==> src/rtl/serial_tx_piso.sv <==
// serial_tx_piso: parallel-in, serial-out frame transmitter.
// Frame on tx_out, LSB first: start(0), DATA_W data bits, [parity], stop(1).
// Each bit is held for CLKS_PER_BIT clocks.
// Optional even parity bit: define SERIAL_TX_PARITY_EN.
module serial_tx_piso #(
    parameter int DATA_W       = 8,
    parameter int CLKS_PER_BIT = 16
) (
    input  logic              clk,
    input  logic              rst_n,
    input  logic [DATA_W-1:0] tx_data,
    input  logic              tx_valid,
    output logic              tx_ready,
    output logic              tx_out,
    output logic              tx_busy,
    output logic              tx_done
);

    localparam int CW = $clog2(CLKS_PER_BIT);
    localparam int BW = $clog2(DATA_W + 1);
    localparam logic [CW-1:0] CYC_LAST = CW'(CLKS_PER_BIT - 1);
    localparam logic [BW-1:0] BIT_LAST = BW'(DATA_W - 1);

    typedef enum logic [2:0] {
        IDLE   = 3'd0,
        START  = 3'd1,
        DATA   = 3'd2,
`ifdef SERIAL_TX_PARITY_EN
        PARITY = 3'd3,
`endif
        STOP   = 3'd4
    } state_e;

    state_e              state_q, state_d;
    logic [CW-1:0]       cyc_q, cyc_d;
    logic [BW-1:0]       bit_q, bit_d;
    logic [DATA_W-1:0]   shift_q, shift_d;
`ifdef SERIAL_TX_PARITY_EN
    logic                par_q, par_d;
`endif
    logic                out_q, out_d;
    logic                busy_q, busy_d;
    logic                done_q, done_d;

    logic                bit_end;
    logic                accept;

    assign bit_end  = (cyc_q == CYC_LAST);
    assign accept   = tx_valid && (state_q == IDLE);
    assign tx_ready = (state_q == IDLE);
    assign tx_out   = out_q;
    assign tx_busy  = busy_q;
    assign tx_done  = done_q;

    // State and datapath registers
    always_ff @(posedge clk or negedge rst_n) begin
        if (!rst_n) begin
            state_q <= IDLE;
            cyc_q   <= '0;
            bit_q   <= '0;
            shift_q <= '0;
`ifdef SERIAL_TX_PARITY_EN
            par_q   <= 1'b0;
`endif
        end else begin
            state_q <= state_d;
            cyc_q   <= cyc_d;
            bit_q   <= bit_d;
            shift_q <= shift_d;
`ifdef SERIAL_TX_PARITY_EN
            par_q   <= par_d;
`endif
        end
    end

    // Next-state, bit timing and shift register update
    always_comb begin
        state_d = state_q;
        cyc_d   = cyc_q;
        bit_d   = bit_q;
        shift_d = shift_q;
`ifdef SERIAL_TX_PARITY_EN
        par_d   = par_q;
`endif
        if (state_q != IDLE) begin
            cyc_d = bit_end ? '0 : cyc_q + 1'b1;
        end
        case (state_q)
            IDLE: begin
                cyc_d = '0;
                if (accept) begin
                    state_d = START;
                    shift_d = tx_data;
                    bit_d   = '0;
`ifdef SERIAL_TX_PARITY_EN
                    par_d   = ^tx_data;
`endif
                end
            end
            START: begin
                if (bit_end) state_d = DATA;
            end
            DATA: begin
                if (bit_end) begin
                    shift_d = shift_q >> 1;
                    bit_d   = bit_q + 1'b1;
                    if (bit_q == BIT_LAST) begin
`ifdef SERIAL_TX_PARITY_EN
                        state_d = PARITY;
`else
                        state_d = STOP;
`endif
                    end
                end
            end
`ifdef SERIAL_TX_PARITY_EN
            PARITY: begin
                if (bit_end) state_d = STOP;
            end
`endif
            STOP: begin
                if (bit_end) state_d = IDLE;
            end
            default: state_d = IDLE;
        endcase
    end

    // Output decode from the upcoming state so the registered line changes on the same edge
    always_comb begin
        out_d  = 1'b1;
        busy_d = (state_d != IDLE);
        done_d = (state_q == STOP) && (state_d == IDLE);
        case (state_d)
            IDLE:   out_d = 1'b1;
            START:  out_d = 1'b0;
            DATA:   out_d = shift_d[0];
`ifdef SERIAL_TX_PARITY_EN
            PARITY: out_d = par_d;
`endif
            STOP:   out_d = 1'b1;
            default: out_d = 1'b1;
        endcase
    end

    // Registered outputs
    always_ff @(posedge clk or negedge rst_n) begin
        if (!rst_n) begin
            out_q  <= 1'b1;
            busy_q <= 1'b0;
            done_q <= 1'b0;
        end else begin
            out_q  <= out_d;
            busy_q <= busy_d;
            done_q <= done_d;
        end
    end

endmodule
==> config.mk <==
export PLATFORM = sky130hd
export DESIGN_NAME = serial_tx_piso
export DESIGN_NICKNAME = d
export VERILOG_FILES = /design/src/rtl/serial_tx_piso.sv
export SDC_FILE = /design/constraint.sdc
export NUM_CORES = 1
export LEC_CHECK = 0
export BUFFER_PORTS_ARGS = -buffer_cell sky130_fd_sc_hd__buf_2
export CORE_MARGIN = 2
export CORE_UTILIZATION = 58
export DETAILED_ROUTE_END_ITERATION = 10
export GPL_ROUTABILITY_DRIVEN = 0
export PLACE_DENSITY = 0.81
export SETUP_SLACK_MARGIN = 0.15
export SYNTH_ARGS = -nofsm -noshare
export SYNTH_HDL_FRONTEND = slang
export SYNTH_SLANG_ARGS = --single-unit
==> constraint.sdc <==
create_clock -name clk -period 4.1 [get_ports clk]
set_input_delay 0 -clock clk [delete_from_list [all_inputs] [get_ports clk]]
set_output_delay 0 -clock clk [all_outputs]
set_load 0.02 [all_outputs]
==> metrics.yaml <==
outcome:
  outcome: "finished, final reports clean"
synth:
  syn_area_per_cell_um2: 10.8
  synth_fp_nets: 110
  synthDistinctLibCells: 34
  synth_xor_xnor_area_share_pct: 1.68
  synth.area.top_cells: "dfrtp_1 (50%), nand2_1 (5.8%), a22oi_1 (4.3%)"
  synth_top_cell_by_area: "dfrtp_1"
  synth_ff_type: "dfrtp_1"
  synth_warnings: 0
  synth_compound_area_share_pct: 15.1
  synthAdderAreaFrac_pct: 2.40
  yosysSeqAreaShare_pct: 52.9
  synth-simple-area-share_pct: 22.7
  synth-seq-cells: 22
  yosysMostFrequentCell: "dfrtp_1"
  yosys.area.top_type_share_pct: 50.4
  postSynthCellCount: 97
  synth-async-reset-ratio_pct: 100
  synth_mux_area_share_pct: 1.08
  synthTopCellsByCount: "dfrtp_1 (21), nand2_1 (16), a22oi_1 (6)"
  syn-cell-area_um2: 1040
  synth_edf_count: 0
  synth_top_family_by_area: "simple AND/OR/NAND/NOR gates"
routing:
  drc: 0
  routed_wl_um: 1950
  routed_via_density: 5.54
  via_count: 803
  dr.pass1.iters: 4
  drt-initial-drc-count: 21
  wire_per_inst_um: 13.4
  antenna_left: 0
floorplanning:
  io_pins: 15
  die_h_um: 46.4
  core.rowCount: 15
  start_util_pct: 61.1
  core_area_um2: 1710
  dieArea_um2: 2150
  die_w_um: 46.4
clock_tree:
  htree_levels: 1
  cts_tree: "done"
  cts_root_buffer: "clkbuf_4"
  worstSkewPairLatency_ns: 0.30
  cts_setup_buffers: 0
  clk_pin_slew_ns: 0.12
  ctsResizeCount: 0
  cts_buffers: 3
  clock_sinks: 22
  cts_max_path_buffers: 2
  cts_hold_buf: 9
timing:
  final_hold_viol_count: 0
  setup_viol: 0
  post-route-period-util_pct: 55.1
  fin_hold_ws_ns: 0.00927
  finalCriticalPeriod_ns: 2.26
  max_freq_mhz: 443
  max_slew_margin_pct: 32.4
  drv_slew: 0
  finalClockSkew_ns: 0.00220
  tightestPinTransition_ns: 1.01
  postLayoutSetupSlackWorst_ns: 1.84
  rsz0062_at_grt: "false"
  fin_setup_tns_ns: 0
pwr:
  power.net_switching_w: 0.000256
  sw_frac_of_total_pct: 33.8
  p_clk_share_pct: 21.5
  vdd_drop_max_uv: 416
  p_comb_share_pct: 29.0
  pwr-share-seq_pct: 49.5
  p_leak_nw: 0.562
  p_per_area_nw_per_um2: 604
  intPower_w: 0.000502
finish:
  fillers: 109
  area_growth_pct: 20.3
  drive_above_1_share_pct: 25.8
  nNetsFinal: 134
  diodes: 0
  multi_input_area_um2: 448
  fin_cells: 145
  seq_area_um2: 552
critical_path:
  crit_slowest_cell: "nor4b_2"
  path_cells: "nor4b_2 > a21oi_2 > a221oi_2 > inv_1"
  criticalPathCategory: "register to register"
  end_kind: "register"
  max_stage_delay_ns: 0.94
  worstPathMaxFanout: 12
  cp.depth: 4
  worst_setup_path_start_kind: "register"
  worst_ep_arrival_time_ns: 2.46
  critPathRequiredTime_ns: 4.30
  worstPathBufferInverterCount: 1
  r2r_cells: 4
  critical_path.top_delay_family: "simple AND/OR/NAND/NOR gates"
global_routing:
  grt_usage_pct: 21.0
  overflow: 0
  antenna_found_initial: 0
  grt_pass1_vias: 680
  grt_pass1_wl_um: 3120
  grt_max_degree: 23
hold_path:
  whs_path_depth: 4
  hold_class: "input port to register"
run:
  cap_violations: 0
placement:
  place_ws_ns: 1.92
  placed_cells: 132
  dp_hpwl_um: 1330
  io_buffer_count: 14
[worst paths after layout]
kind | start | to | slack (ns)
worst min register to register | shift_q[0] | shift_q[0] | 0.50
max in group asynchronous | rst_n | tx_out | 3.59
worst min-delay path | tx_data[0] | shift_q[0] | 0.009
worst max-delay path | state_q[0] | shift_q[0] | 1.84
worst max register to register | state_q[0] | shift_q[0] | 1.84
min in group asynchronous | rst_n | bit_q[2] | 0.17
[metrics by stage]
stage	total power, W	util (%)	instance area [um2]
after floorplan	0.000539	-	1040
after global placement	0.000576	65.1	1110
after detailed placement	0.000589	65.1	1110
after CTS	0.000758	73.5	1250
after global routing	0.000813	73.5	1250
final	0.000758	73.5	1250
[power by group through the flow]
stage,clock [W],combinational [W],sequential (W)
2_1_floorplan,0,0.000179,0.000360
3_3_place_gp,0,0.000202,0.000374
3_5_place_dp,0,0.000210,0.000378
4_1_cts,0.000166,0.000218,0.000374
5_1_grt,0.000173,0.000254,0.000385
6_report,0.000163,0.000220,0.000375
[flip-flops by register name, indices dropped and copies added (netlist names)]
register	flops
tx_out	1
tx_done	1
tx_busy	1
bit_q	4
shift_q	8
state_q	3
cyc_q	4
[kinds of logic (layout without fill, tap and decap cells)]
| logic type | after synthesis | after routing |
|---|---|---|
| AND/OR/NAND/NOR | 41 | 41 |
| AO/OA/AOI/OAI | 22 | 22 |
| flip-flops | 22 | 22 |
| buffers and inverters | 7 | 30 |
| adder cells (fa/ha/maj) | 2 | 2 |
| XOR/XNOR | 2 | 2 |
| multiplexers | 1 | 1 |
[worst register-to-register path: cells and delay by family (launching register included)]
family,cells,cell delay [ns]
AOI/OAI and AO/OA,2,0.62
buffers and inverters,1,0.06
DFF,1,0.54
and+or+nand+nor,1,0.94
[layer usage]
layer / vias to the layer above / share of wire, % / track usage [%]
met1: 371 / 46 / 28.2
met4: 0 / 2.8 / 12.0
met3: 8 / 5.0 / 4.71
met2: 30 / 47 / 30.8
li1: 394 / - / -
met5: - / 0 / 0
[cells in the final DEF, fill, tap and decap left out, types with 2 or more instances in the layout]
cell type      synthesis  layout
o21ai_0                4       4
xnor2_1                2       2
nand3b_1               2       2
dlygate4sd3_1          0       9
ha_1                   2       2
clkbuf_4               0       3
a21oi_1                4       4
nor3_1                 4       4
nand2_1               16      16
nand3_1                2       2
a22oi_1                6       6
inv_1                  3       3
o21ai_1                2       2
a21oi_2                2       2
dfrtp_1               21      21
buf_2                  2      14
nor2_1                 5       5
[final cells by class]
cell class,instances,area share [%]
inverters,3,0.897
multi-input cells,68,35.7
clock inverters,1,2.39
clock buffers,3,1.79
well taps,25,2.49
repair buffers,23,12.8
flip-flops and latches,22,44.0
Note: power is estimated with default switching activity, not from simulation.
